File: src/rtl/ins_fetch_bp.sv
// -----------------------------------------------------------------------------
// ins_fetch_bp
// Fetch unit sitting between the instruction cache and the dispatcher.
// Drives the fetch PC, predicts conditional branches with a table of 2-bit
// saturating counters, decodes each fetched word and buffers the decoded
// instruction in a small fetch queue. A JALR stops fetching until the ROB
// redirects the PC with clear/new_pc.
//
// Ports
//   clk, rst            clock, asynchronous active-low reset
//   rdy                 global ready, 0 freezes all state
//   hit, ins            icache reply for addr_to_icache (valid this cycle)
//   addr_to_icache      current fetch PC
//   rob_full, lsb_full  back-pressure from ROB / load-store buffer
//   issue_en            one-cycle pulse, issue fields below are valid
//   once_pc, opcode,
//   rd, rs1, rs2, imm   fields of the issued instruction
//   is_br               issued instruction is a branch predicted taken
//   clear, new_pc       ROB redirect (flush queue, restart fetch at new_pc)
//   upt_en, pre_id,
//   is_jump             BHT training strobe, index and resolved outcome
//
// Decoded opcode numbering (6 bits):
//   0 unknown, 1 LUI, 2 AUIPC, 3 JAL, 4 JALR,
//   5 BEQ, 6 BNE, 7 BLT, 8 BGE, 9 BLTU, 10 BGEU,
//   11 LB, 12 LH, 13 LW, 14 LBU, 15 LHU, 16 SB, 17 SH, 18 SW,
//   19 ADDI, 20 SLTI, 21 SLTIU, 22 XORI, 23 ORI, 24 ANDI, 25 SLLI, 26 SRLI,
//   27 SRAI, 28 ADD, 29 SUB, 30 SLL, 31 SLT, 32 SLTU, 33 XOR, 34 SRL,
//   35 SRA, 36 OR, 37 AND
// -----------------------------------------------------------------------------
module ins_fetch_bp #(
   parameter logic [31:0] RESET_PC  = 32'h0,
   parameter int          BHT_IDX_W = 5,
   parameter logic [1:0]  CTR_INIT  = 2'b10,
   parameter int          FQ_DEPTH  = 4
) (
   input  logic                 clk,
   input  logic                 rst,
   input  logic                 rdy,
   input  logic                 hit,
   input  logic [31:0]          ins,
   output logic [31:0]          addr_to_icache,
   input  logic                 rob_full,
   input  logic                 lsb_full,
   output logic                 issue_en,
   output logic [31:0]          once_pc,
   output logic [5:0]           opcode,
   output logic [4:0]           rd,
   output logic [4:0]           rs1,
   output logic [4:0]           rs2,
   output logic [31:0]          imm,
   output logic                 is_br,
   input  logic                 clear,
   input  logic [31:0]          new_pc,
   input  logic                 upt_en,
   input  logic [BHT_IDX_W-1:0] pre_id,
   input  logic                 is_jump
);

   localparam int PTR_W  = (FQ_DEPTH > 1) ? $clog2(FQ_DEPTH) : 1;
   localparam int CNT_W  = PTR_W + 1;
   localparam int BHT_N  = 1 << BHT_IDX_W;
   localparam logic [CNT_W-1:0] FQ_FULL = CNT_W'(FQ_DEPTH);

   localparam logic [6:0] RV_LUI    = 7'b0110111;
   localparam logic [6:0] RV_AUIPC  = 7'b0010111;
   localparam logic [6:0] RV_JAL    = 7'b1101111;
   localparam logic [6:0] RV_JALR   = 7'b1100111;
   localparam logic [6:0] RV_BRANCH = 7'b1100011;
   localparam logic [6:0] RV_LOAD   = 7'b0000011;
   localparam logic [6:0] RV_STORE  = 7'b0100011;
   localparam logic [6:0] RV_OPIMM  = 7'b0010011;
   localparam logic [6:0] RV_OP     = 7'b0110011;

   typedef enum logic {ST_RUN, ST_WAIT_REDIR} state_t;

   // Saturating 2-bit counter step: taken counts up to 11, not-taken down to 00.
   function automatic logic [1:0] f_sat_ctr(input logic [1:0] ctr, input logic taken);
      if (taken) f_sat_ctr = (ctr == 2'b11) ? 2'b11 : ctr + 2'b01;
      else       f_sat_ctr = (ctr == 2'b00) ? 2'b00 : ctr - 2'b01;
   endfunction

   // Control state
   logic [31:0]      r_pc;
   state_t           r_state;
   logic [PTR_W-1:0] r_wr_ptr;
   logic [PTR_W-1:0] r_rd_ptr;
   logic [CNT_W-1:0] r_count;
   logic [1:0]       r_bht [0:BHT_N-1];

   // Fetch-queue storage (data only, no reset needed)
   logic [31:0]        r_fq_pc  [0:FQ_DEPTH-1];
   logic [5:0]         r_fq_op  [0:FQ_DEPTH-1];
   logic [4:0]         r_fq_rd  [0:FQ_DEPTH-1];
   logic [4:0]         r_fq_rs1 [0:FQ_DEPTH-1];
   logic [4:0]         r_fq_rs2 [0:FQ_DEPTH-1];
   logic signed [31:0] r_fq_imm [0:FQ_DEPTH-1];
   logic               r_fq_br  [0:FQ_DEPTH-1];

   // Issue stage registers
   logic               r_vld_p1;
   logic [31:0]        r_pc_p1;
   logic [5:0]         r_op_p1;
   logic [4:0]         r_rd_p1;
   logic [4:0]         r_rs1_p1;
   logic [4:0]         r_rs2_p1;
   logic signed [31:0] r_imm_p1;
   logic               r_br_p1;

   // Decode of the word returned by the icache
   logic [5:0]         w_op_p0;
   logic [4:0]         w_rd_p0;
   logic [4:0]         w_rs1_p0;
   logic [4:0]         w_rs2_p0;
   logic signed [31:0] w_imm_p0;

   logic [2:0] w_f3;
   logic       w_f7b;
   assign w_f3  = ins[14:12];
   assign w_f7b = ins[30];

   always_comb begin
      w_op_p0  = 6'd0;
      w_rd_p0  = 5'd0;
      w_rs1_p0 = 5'd0;
      w_rs2_p0 = 5'd0;
      w_imm_p0 = '0;
      case (ins[6:0])
         RV_LUI: begin
            w_op_p0  = 6'd1;
            w_rd_p0  = ins[11:7];
            w_imm_p0 = {ins[31:12], 12'b0};
         end
         RV_AUIPC: begin
            w_op_p0  = 6'd2;
            w_rd_p0  = ins[11:7];
            w_imm_p0 = {ins[31:12], 12'b0};
         end
         RV_JAL: begin
            w_op_p0  = 6'd3;
            w_rd_p0  = ins[11:7];
            w_imm_p0 = {{11{ins[31]}}, ins[31], ins[19:12], ins[20], ins[30:21], 1'b0};
         end
         RV_JALR: begin
            w_op_p0  = 6'd4;
            w_rd_p0  = ins[11:7];
            w_rs1_p0 = ins[19:15];
            w_imm_p0 = {{20{ins[31]}}, ins[31:20]};
         end
         RV_BRANCH: begin
            w_rs1_p0 = ins[19:15];
            w_rs2_p0 = ins[24:20];
            w_imm_p0 = {{19{ins[31]}}, ins[31], ins[7], ins[30:25], ins[11:8], 1'b0};
            case (w_f3)
               3'b000:  w_op_p0 = 6'd5;
               3'b001:  w_op_p0 = 6'd6;
               3'b100:  w_op_p0 = 6'd7;
               3'b101:  w_op_p0 = 6'd8;
               3'b110:  w_op_p0 = 6'd9;
               3'b111:  w_op_p0 = 6'd10;
               default: w_op_p0 = 6'd0;
            endcase
         end
         RV_LOAD: begin
            w_rd_p0  = ins[11:7];
            w_rs1_p0 = ins[19:15];
            w_imm_p0 = {{20{ins[31]}}, ins[31:20]};
            case (w_f3)
               3'b000:  w_op_p0 = 6'd11;
               3'b001:  w_op_p0 = 6'd12;
               3'b010:  w_op_p0 = 6'd13;
               3'b100:  w_op_p0 = 6'd14;
               3'b101:  w_op_p0 = 6'd15;
               default: w_op_p0 = 6'd0;
            endcase
         end
         RV_STORE: begin
            w_rs1_p0 = ins[19:15];
            w_rs2_p0 = ins[24:20];
            w_imm_p0 = {{20{ins[31]}}, ins[31:25], ins[11:7]};
            case (w_f3)
               3'b000:  w_op_p0 = 6'd16;
               3'b001:  w_op_p0 = 6'd17;
               3'b010:  w_op_p0 = 6'd18;
               default: w_op_p0 = 6'd0;
            endcase
         end
         RV_OPIMM: begin
            w_rd_p0  = ins[11:7];
            w_rs1_p0 = ins[19:15];
            w_imm_p0 = {{20{ins[31]}}, ins[31:20]};
            case (w_f3)
               3'b000:  w_op_p0 = 6'd19;
               3'b010:  w_op_p0 = 6'd20;
               3'b011:  w_op_p0 = 6'd21;
               3'b100:  w_op_p0 = 6'd22;
               3'b110:  w_op_p0 = 6'd23;
               3'b111:  w_op_p0 = 6'd24;
               3'b001: begin
                  w_op_p0  = 6'd25;
                  w_imm_p0 = {27'b0, ins[24:20]};
               end
               default: begin
                  // funct3 101: shift right, ins[30] picks arithmetic
                  w_op_p0  = w_f7b ? 6'd27 : 6'd26;
                  w_imm_p0 = {27'b0, ins[24:20]};
               end
            endcase
         end
         RV_OP: begin
            w_rd_p0  = ins[11:7];
            w_rs1_p0 = ins[19:15];
            w_rs2_p0 = ins[24:20];
            case (w_f3)
               3'b000:  w_op_p0 = w_f7b ? 6'd29 : 6'd28;
               3'b001:  w_op_p0 = 6'd30;
               3'b010:  w_op_p0 = 6'd31;
               3'b011:  w_op_p0 = 6'd32;
               3'b100:  w_op_p0 = 6'd33;
               3'b101:  w_op_p0 = w_f7b ? 6'd35 : 6'd34;
               3'b110:  w_op_p0 = 6'd36;
               default: w_op_p0 = 6'd37;
            endcase
         end
         default: begin
            w_op_p0 = 6'd0;
         end
      endcase
   end

   // Next-PC selection and branch prediction
   logic [BHT_IDX_W-1:0] w_bht_idx;
   logic                 w_bht_taken;
   logic [31:0]          w_pc_plus_imm;
   logic [31:0]          w_next_pc;
   logic                 w_pred_p0;
   logic                 w_is_jalr;

   assign w_bht_idx     = r_pc[BHT_IDX_W+1:2];
   assign w_bht_taken   = r_bht[w_bht_idx][1];
   assign w_pc_plus_imm = r_pc + $unsigned(w_imm_p0);

   always_comb begin
      w_next_pc = r_pc + 32'd4;
      w_pred_p0 = 1'b0;
      w_is_jalr = 1'b0;
      case (ins[6:0])
         RV_JAL: w_next_pc = w_pc_plus_imm;
         RV_BRANCH: begin
            w_pred_p0 = w_bht_taken;
            w_next_pc = w_bht_taken ? w_pc_plus_imm : r_pc + 32'd4;
         end
         RV_JALR: begin
            // Target unknown until the ROB resolves it; park the PC.
            w_next_pc = r_pc;
            w_is_jalr = 1'b1;
         end
         default: w_next_pc = r_pc + 32'd4;
      endcase
   end

   // Queue handshakes; a full queue never accepts, even with a same-cycle pop
   logic w_enq;
   logic w_deq;
   assign w_enq = rdy && !clear && hit && (r_state == ST_RUN) && (r_count < FQ_FULL);
   assign w_deq = rdy && !clear && (r_count != '0) && !rob_full && !lsb_full;

   // ---- stage p0: fetch/decode into the queue ----
   always_ff @(posedge clk) begin
      if (w_enq) begin
         r_fq_pc[r_wr_ptr]  <= r_pc;
         r_fq_op[r_wr_ptr]  <= w_op_p0;
         r_fq_rd[r_wr_ptr]  <= w_rd_p0;
         r_fq_rs1[r_wr_ptr] <= w_rs1_p0;
         r_fq_rs2[r_wr_ptr] <= w_rs2_p0;
         r_fq_imm[r_wr_ptr] <= w_imm_p0;
         r_fq_br[r_wr_ptr]  <= w_pred_p0;
      end
   end

   // ---- stage p1: queue head to issue outputs; PC, FSM, pointers, BHT ----
   always_ff @(posedge clk or negedge rst) begin
      if (!rst) begin
         r_pc     <= RESET_PC;
         r_state  <= ST_RUN;
         r_wr_ptr <= '0;
         r_rd_ptr <= '0;
         r_count  <= '0;
         for (int i = 0; i < BHT_N; i++) r_bht[i] <= CTR_INIT;
         r_vld_p1 <= 1'b0;
         r_pc_p1  <= '0;
         r_op_p1  <= '0;
         r_rd_p1  <= '0;
         r_rs1_p1 <= '0;
         r_rs2_p1 <= '0;
         r_imm_p1 <= '0;
         r_br_p1  <= 1'b0;
      end else if (!rdy) begin
         r_vld_p1 <= 1'b0;
      end else begin
         // Training is independent of redirects; a same-cycle lookup
         // above already used the old counter value.
         if (upt_en) r_bht[pre_id] <= f_sat_ctr(r_bht[pre_id], is_jump);

         if (clear) begin
            r_pc     <= new_pc;
            r_state  <= ST_RUN;
            r_wr_ptr <= '0;
            r_rd_ptr <= '0;
            r_count  <= '0;
            r_vld_p1 <= 1'b0;
         end else begin
            if (w_enq) begin
               r_pc     <= w_next_pc;
               r_wr_ptr <= r_wr_ptr + PTR_W'(1);
               if (w_is_jalr) r_state <= ST_WAIT_REDIR;
            end
            if (w_deq) begin
               r_vld_p1 <= 1'b1;
               r_pc_p1  <= r_fq_pc[r_rd_ptr];
               r_op_p1  <= r_fq_op[r_rd_ptr];
               r_rd_p1  <= r_fq_rd[r_rd_ptr];
               r_rs1_p1 <= r_fq_rs1[r_rd_ptr];
               r_rs2_p1 <= r_fq_rs2[r_rd_ptr];
               r_imm_p1 <= r_fq_imm[r_rd_ptr];
               r_br_p1  <= r_fq_br[r_rd_ptr];
               r_rd_ptr <= r_rd_ptr + PTR_W'(1);
            end else begin
               r_vld_p1 <= 1'b0;
            end
            r_count <= r_count + CNT_W'(w_enq) - CNT_W'(w_deq);
         end
      end
   end

   assign addr_to_icache = r_pc;
   assign issue_en       = r_vld_p1;
   assign once_pc        = r_pc_p1;
   assign opcode         = r_op_p1;
   assign rd             = r_rd_p1;
   assign rs1            = r_rs1_p1;
   assign rs2            = r_rs2_p1;
   assign imm            = $unsigned(r_imm_p1);
   assign is_br          = r_br_p1;

endmodule

File: config.mk
export PLATFORM = sky130hd
export DESIGN_NAME = ins_fetch_bp
export DESIGN_NICKNAME = d
export VERILOG_FILES = /design/src/rtl/ins_fetch_bp.sv
export SDC_FILE = /design/constraint.sdc
export NUM_CORES = 1
export LEC_CHECK = 0
export CAP_MARGIN = 20
export CORE_AREA = 2 2 207 209
export CTS_BUF_LIST = sky130_fd_sc_hd__clkbuf_8
export CTS_CLUSTER_SIZE = 28
export DETAILED_ROUTE_END_ITERATION = 10
export DIE_AREA = 0 0 209 211
export PLACE_DENSITY = 0.8
export SKIP_LAST_GASP = 1
export SLEW_MARGIN = 20
export SYNTH_ARGS = -nofsm -noshare
export SYNTH_HDL_FRONTEND = slang
export SYNTH_SLANG_ARGS = --single-unit
File: constraint.sdc
create_clock -name clk -period 4.5 [get_ports clk]
set_input_delay 1.35 -clock clk [delete_from_list [all_inputs] [get_ports clk]]
set_output_delay 1.35 -clock clk [all_outputs]
set_load 0.005 [all_outputs]
## After elaboration in Yosys (flattened, before gate mapping)

Memories as Yosys holds them, arrays and structs flattened. A register that Yosys moved wholly into a read port is not among the register bits.
Index checks and enable logic that the tools add are counted.

| operators by class | value |
|---|---|
| reduce and logical (&&, ||, !) cells | 36 |
| add/subtract/negate cells | 8 |
| bitwise operators | 4 |
| $lt $le $gt $ge | 4 |
| eq/ne operators | 18 |
| mux-type cells | 47 |

Operator list:

| cell | count |
|---|---|
| 32-bit one-hot mux with 6 select lines | 1 |
| 32-bit 2-to-1 mux | 4 |
| 32-bit one-hot mux with 3 select lines | 1 |
| 64-bit bitwise mux | 1 |
| 6-bit one-hot mux with 9 select lines | 1 |
| 6-bit one-hot mux with 7 select lines | 1 |
| 32-bit by 3-bit adder with 32-bit output, second input constant | 1 |
| 32-bit adder | 1 |
| 2-bit 2-to-1 mux | 14 |
| 4-bit one-hot mux with 7 select lines | 1 |
| 4-bit one-hot mux with 6 select lines | 1 |
| 7-bit by 6-bit equality test with 1-bit output, second input constant | 3 |
| 7-bit equality test, second input constant | 3 |
| 2-bit binary-select mux with 5-bit select | 2 |
| 4-bit one-hot mux with 5 select lines | 1 |
| 5-bit 2-to-1 mux | 3 |
| 5-bit one-hot mux with 3 select lines | 1 |
| 7-bit by 5-bit equality test with 1-bit output, second input constant | 2 |
| 1-bit 2-to-1 mux | 13 |
| 3-bit equality test, second input constant | 4 |
| 6-bit >= comparator, second input constant | 2 |
| 5-bit inverter with 6-bit output | 2 |
| 6-bit OR reduction | 2 |
| 2-bit demux with 5-bit select | 1 |
| 24 further kinds | 51 |

| storage, ports and cells | value |
|---|---|
| register bits after elaboration | 105 |
| memories | 7 |
| bits in writable memories | 344 |
| output and inout bits | 119 |
| word-level logic and storage cells | 162 |
| input bits | 78 |

Memory list:

| name | depth | bits a word | rd ports | clocked after Yosys merged registers in | wr ports | RTL line | text |
|---|---|---|---|---|---|---|---|
| r_fq_imm | 4 | 32 | 1 | 1 | 1 | 97 | `logic signed [31:0] r_fq_imm [0:FQ_DEPTH-1];` |
| r_fq_pc | 4 | 32 | 1 | 1 | 1 | 92 | `logic [31:0] r_fq_pc [0:FQ_DEPTH-1];` |
| r_fq_op | 4 | 6 | 1 | 1 | 1 | 93 | `logic [5:0] r_fq_op [0:FQ_DEPTH-1];` |
| r_fq_rd | 4 | 5 | 1 | 1 | 1 | 94 | `logic [4:0] r_fq_rd [0:FQ_DEPTH-1];` |
| r_fq_rs1 | 4 | 5 | 1 | 1 | 1 | 95 | `logic [4:0] r_fq_rs1 [0:FQ_DEPTH-1];` |
| r_fq_rs2 | 4 | 5 | 1 | 1 | 1 | 96 | `logic [4:0] r_fq_rs2 [0:FQ_DEPTH-1];` |
| 1 more memories | -- | -- | -- | -- | -- | -- |  |

## Logic depth before layout (Yosys ltp)

| logic depth | value |
|---|---|
| depth in word-level cells | 10 |
| depth in mapped cells | 19 |
| mapped depth without buffers | 16 |

## Worst setup path before layout

OpenSTA, ideal clock, no wires.

| timing | value |
|---|---|
| kind | input to register |
| start point | input port ins[12] |
| end point | register r_pc[31], in the netlist addr_to_icache[31] |
| path buffers | 3 |
| library setup time | 94 ps |
| data arrival time | 4490 ps |
| path slack | -84 ps |
| required time | 4406 ps |
| cell stages on the path | 18 |
| cell sequence | clkbuf_1 -> nor2b_1 -> o21ai_0 -> nand2_1 -> a21oi_1 -> nand2b_1 -> and2_1 -> clkbuf_1 -> a21o_1 -> ha_1 -> clkbuf_1 -> and4_1 -> and4_1 -> nand3_1 -> or3_1 -> nand3_1 -> xor2_1 -> a211oi_1 |

| between the ends | value |
|---|---|
| word-level cells in the longest chain between the ends | 9 |
| elaborated cells between the ends (all ways) | 14 |
| those cells by class | add/sub (1); eq/ne (5); mux (6); reduce/logical (2) |

RTL lines:

| element | RTL line | text |
|---|---|---|
| start, declared | 41 | `input logic [31:0] ins,` |
| 3-bit equality test, or another cell as far along | 192 | `case (w_f3)` |
| 6-bit OR reduction (no source line) (*) | -- |  |
| 32-bit 2-to-1 mux (*) | 192 |  |
| 32-bit one-hot mux with 6 select lines (*) | 128 | `case (ins[6:0])` |
| via w_imm_p0[24] | 115 | `logic signed [31:0] w_imm_p0;` |
| 32-bit adder (*) | 241 | `assign w_pc_plus_imm = r_pc + $unsigned(w_imm_p0);` |
| 32-bit 2-to-1 mux | 251 | `w_next_pc = w_bht_taken ? w_pc_plus_imm : r_pc + 32'd4;` |
| 32-bit one-hot mux with 3 select lines (*) | 247 | `case (ins[6:0])` |
| 32-bit 2-to-1 mux (*) | 313 | `if (w_enq) begin` |
| 32-bit 2-to-1 mux (*) | 305 | `if (clear) begin` |
| end signal, assigned | 306 | `r_pc <= new_pc;` |
| end signal, assigned | 314 | `r_pc <= w_next_pc;` |
| end, declared | 84 | `logic [31:0] r_pc;` |

Mark *: on every way through the listed nets, which the timed path passes. The rest lies on a longest branch. The select of a mux whose other input is x is not followed.
A chain may end at the register's enable or synchronous reset.

## Final worst setup path

| timing | value |
|---|---|
| start point | input port ins[3] |
| end point | register r_pc[26], in the netlist addr_to_icache[26] |

| between the ends | value |
|---|---|
| word-level cells in the longest chain between the ends | 8 |
| elaborated cells between the ends (all ways) | 18 |
| those cells by class | add/sub (1); eq/ne (9); mux (5); reduce/logical (3) |

RTL lines:

| element | RTL line |
|---|---|
| 7-bit equality test, or another cell as far along | 128 |
| 2-bit OR reduction (no source line) | -- |
| 32-bit one-hot mux with 6 select lines (*) | 128 |
| via w_imm_p0[11] | 115 |
| 32-bit adder (*) | 241 |
| 32-bit 2-to-1 mux | 251 |
| 32-bit one-hot mux with 3 select lines (*) | 247 |
| 32-bit 2-to-1 mux (*) | 313 |
| 32-bit 2-to-1 mux (*) | 305 |

Marks and branches as above.

==> flow_metrics.env <==
export IMPL_mostFrequentLayoutCells="sky130_fd_sc_hd__edfxtp_1 (344), sky130_fd_sc_hd__buf_4 (203), sky130_fd_sc_hd__clkdlybuf4s50_1 (193)"
export IMPL_ys_seq_elements=535
export IMPL_synth_fp_nets=1754
export IMPL_track_usage_pct=29.0
export IMPL_relSlewSlack_pct=26.2
export IMPL_vdd_drop_max_mv=0.370
export IMPL_cts_clk_slew_worst_paths_ns=0.06
export IMPL_worstHoldPathType="flop to flop"
export IMPL_cp_required_ns=5.05
export IMPL_regToRegSetupSlack_ns=1.48
export IMPL_clock_tree_from_tritoncts="yes"
export IMPL_crit_path_start_kind="input pin"
export IMPL_wirelength_mm=62.7
export IMPL_post_drt_via_cell_ratio=6.07
export IMPL_netlist_instances=1636
export IMPL_setup_repair_after_global_routing_missed_its_margin="yes"
export IMPL_grt_first_pass_wirelength_mm=96.2
export IMPL_timing_critical_path_slowest_cell_delay_ns=0.49
export IMPL_setup_violations=0
export IMPL_via_count_of_the_first_global_routing_pass=16800
export IMPL_ios=197
export IMPL_internal_power_mw=9.86
export IMPL_timing_critical_path_fanout_max=4
export IMPL_core_sq_um=41800
export IMPL_status="finished, final reports clean"
export IMPL_overflow=0
export IMPL_hold_path_startpoint="r_bht[18]$_DFFE_PN0P_"
export IMPL_timing_hold_violations_final=0
export IMPL_grt_antenna_before_repair=0
export IMPL_period_share_pct=96.8
export IMPL_ys_async_rst_share_pct=35.7
export IMPL_timing_critical_path_to_type="flop"
export IMPL_clock_fmax_ghz=0.230
export IMPL_fp_dieArea_sq_um=44100
export IMPL_seq_power_share_pct=48.0
export IMPL_finalNonFillerCells=2662
export IMPL_fin_crit_ns=4.35
export IMPL_p_clk_share_pct=29.5
export IMPL_netlist_area_sq_um=24400
export IMPL_setup_worst_path_class="input pin to flop"
export IMPL_route_vias_total=16200
export IMPL_critical_path_cell_chain="clkdlybuf4s50_1 -> and3b_1 -> buf_4 -> and3_1 -> a221o_1 -> ha_1 -> buf_4 -> a21oi_1 -> nand2_1 -> a211oi_2 -> a22oi_2 -> a21o_1 -> a21bo_2 -> xnor2_1 -> a211oi_1"
export IMPL_drc_errors=0
export IMPL_post_dp_hpwl_mm=43.0
export IMPL_layout_filler_cells=2683
export IMPL_fp_dieW_um=209
export IMPL_worst_path_slowest_cell="sky130_fd_sc_hd__clkdlybuf4s50_1"
export IMPL_switching_share_pct=27.4
export IMPL_multi_input_comb_area_sq_um=8890
export IMPL_most_frequent_standard_cell_in_the_layout_excluding_fill_and_tap_cells="sky130_fd_sc_hd__edfxtp_1"
export IMPL_detailedRoute_firstIterationViolations=1402
export IMPL_post_place_cells=2498
export IMPL_clock_insertion_delay_worst_skew_ns=0.67
export IMPL_post_route_util_pct=72.5
export IMPL_finalClockSkew_ns=0.0303
export IMPL_drtPass1Iterations=5
export IMPL_critical_path_arrival_ns=4.90
export IMPL_switchingPower_mw=3.73
export IMPL_seq_area_frac_synth_pct=62.1
export IMPL_timing_worst_slew_pin_value_ns=1.11
export IMPL_final_layout_size_suffix_gt1_share_pct=31.2
export IMPL_clock_sinks=535
export IMPL_nets=2167
export IMPL_ys_warnings_count=0
export IMPL_max_clock_path_buffers=3
export IMPL_grt_max_degree=89
export IMPL_ys_dominant_reg_cell="sky130_fd_sc_hd__edfxtp_1"
export IMPL_leakage_nw=11.8
export IMPL_synth_lib_cells_used_distinct=70
export IMPL_fp_dieH_um=211
export IMPL_synth_area_per_cell_sq_um=14.9
export IMPL_reg2reg_from="addr_to_icache[3]$_DFFE_PN0P_"
export IMPL_numCtsBuffers=86
export IMPL_synth_enable_flop_cells=344
export IMPL_synthToLayoutAreaGrowth_pct=24.0
export IMPL_htree_num_levels=3
export IMPL_regArea_sq_um=15200
export IMPL_power_combinational_fraction_pct=22.5
export IMPL_cp_startpoint="ins[3]"
export IMPL_critical_path_most_common_cell="sky130_fd_sc_hd__buf_4"
export IMPL_drtAntennaViolNets=0
export IMPL_slew_viol_final=0
export IMPL_cts_root_buffer_cell="sky130_fd_sc_hd__clkbuf_8"
export IMPL_max_cap_violations=0
export IMPL_fp_row_count=75
export IMPL_wire_per_inst_um=23.6
export IMPL_pwr_density_cell_nw_per_um2=449
export IMPL_initial_utilization_pct=58.4
export IMPL_last_weighted_congestion_value_of_the_routability_driven_placer=0.945
export IMPL_insertedDiodeCount=0
export IMPL_port_buffers=196
synth_stat cells, types with 11 or more instances:
master | number | share of area, %
sky130_fd_sc_hd__mux2_2 | 152 | 7.0
sky130_fd_sc_hd__nor2_1 | 79 | 1.2
sky130_fd_sc_hd__nand2_1 | 75 | 1.2
sky130_fd_sc_hd__ha_1 | 38 | 1.9
sky130_fd_sc_hd__clkbuf_1 | 61 | 0.94
sky130_fd_sc_hd__o21ai_0 | 58 | 1.2
sky130_fd_sc_hd__nand3_1 | 40 | 0.82
sky130_fd_sc_hd__dfstp_2 | 32 | 3.4
sky130_fd_sc_hd__and3_1 | 31 | 0.79
sky130_fd_sc_hd__a31oi_1 | 13 | 0.33
sky130_fd_sc_hd__and2_1 | 20 | 0.51
sky130_fd_sc_hd__nand3b_1 | 14 | 0.43
sky130_fd_sc_hd__nor3_1 | 22 | 0.45
sky130_fd_sc_hd__xor2_1 | 20 | 0.72
sky130_fd_sc_hd__xnor2_1 | 30 | 1.1
sky130_fd_sc_hd__mux2i_1 | 20 | 0.82
sky130_fd_sc_hd__dfrtp_1 | 159 | 16
sky130_fd_sc_hd__a211oi_1 | 12 | 0.37
sky130_fd_sc_hd__nor2b_1 | 24 | 0.62
sky130_fd_sc_hd__inv_1 | 24 | 0.37
sky130_fd_sc_hd__a21oi_1 | 70 | 1.4
sky130_fd_sc_hd__mux4_2 | 106 | 9.8
sky130_fd_sc_hd__nand4_1 | 11 | 0.28
sky130_fd_sc_hd__edfxtp_1 | 344 | 42
sky130_fd_sc_hd__a21o_1 | 34 | 1.0
power by group through the flow:
stage	sequential, mW	combinational [mW]	clock (mW)
final	6.52	3.06	4.01
after global routing	6.61	3.28	4.30
after CTS	6.52	3.07	4.07
after detailed placement	6.61	3.04	0
after global placement	6.56	2.98	0
after floorplan	6.43	1.41	0
path summary, 6_finish.rpt:
path / to / cells past startpoint
setup / recovery: addr_to_icache[26]$_DFFE_PN0P_ / 15
hold / removal: r_bht[18]$_DFFE_PN0P_ / 1
setup reg to reg: addr_to_icache[31]$_DFFE_PN0P_ / 11
hold reg to reg: r_bht[18]$_DFFE_PN0P_ / 1
max in group asynchronous: rs1[0]$_DFFE_PN0P_ / 2
min in group asynchronous: r_bht[58]$_DFFE_PN0P_ / 1
routing by layer:
layer	vias up	GRT usage [%]	share of wire, %
met3	106	4.89	6.1
met5	-	0	0
met2	619	47.7	49
met1	8253	39.3	41
li1	7174	-	-
met4	0	10.8	3.0
sequential cells by signal (all words and copies together), names as in the netlist:
signal and count:
r_fq_imm 128, r_fq_pc 128, r_bht 64, addr_to_icache 32, imm 32, once_pc 32, r_fq_op 24, r_fq_rd 20
r_fq_rs1 20, r_fq_rs2 20, opcode 6, rd 5, rs1 5, rs2 5, r_fq_br 4, r_count 3
r_rd_ptr 2, r_wr_ptr 2, is_br 1, issue_en 1, r_state 1
cell type report:
cell class,count,share of cell area [%]
clock buffers,96,4.37
clock inverters,66,1.16
inverters,24,0.298
multi-input cells,989,29.4
flip-flops and latches,535,50.1
well taps,539,2.23
repair buffers,413,12.5
kinds of logic (layout without fill, tap and decap cells):
kind of cell,Yosys count,in the layout,share of synthesized area (%)
muxes,278,278,17.6
DFF,535,535,62.1
xor gates and xnor gates,50,50,1.79
AOI/OAI and AO/OA,256,256,6.65
adders and majority gates,42,42,2.19
buffers and inverters,112,599,1.99
and+or+nand+nor,363,363,7.67
stage by stage:
| stage | area, sq um | total power, mW | hold slack [ns] | setup TNS, ns | worst slack, ns |
|---|---|---|---|---|---|
| floorplan | 24400 | 7.84 | 0.474 | 0 | 0.0340 |
| global placement | 28500 | 9.54 | 0.483 | -11.42 | -0.683 |
| detailed placement | 28500 | 9.65 | 0.491 | -13.03 | -0.756 |
| CTS | 30100 | 13.7 | 0.504 | -0.0311 | -0.0196 |
| global route | 30300 | 14.2 | 0.520 | -0.0717 | -0.0311 |
| finish | 30300 | 13.6 | 0.501 | 0 | 0.146 |
critical path, delay by kind of cell:
| family | cells | cell delay, ns |
|---|---|---|
| compound gates | 7 | 1.74 |
| buf+inv | 3 | 0.80 |
| simple gates | 3 | 0.52 |
| fa+ha+maj | 1 | 0.36 |
| xor+xnor | 1 | 0.12 |
timing repair:
action | in CTS | in global routing
gates cloned | 0 | 0
hold buffers | 0 | 0
pin swaps | 0 | 1
buffers inserted | 0 | 2
hold endpoints to repair | 0 | 0
setup endpoints to repair | 6 | 18
resized for setup | 2 | 27
Note: power is estimated with default switching activity, not from simulation.
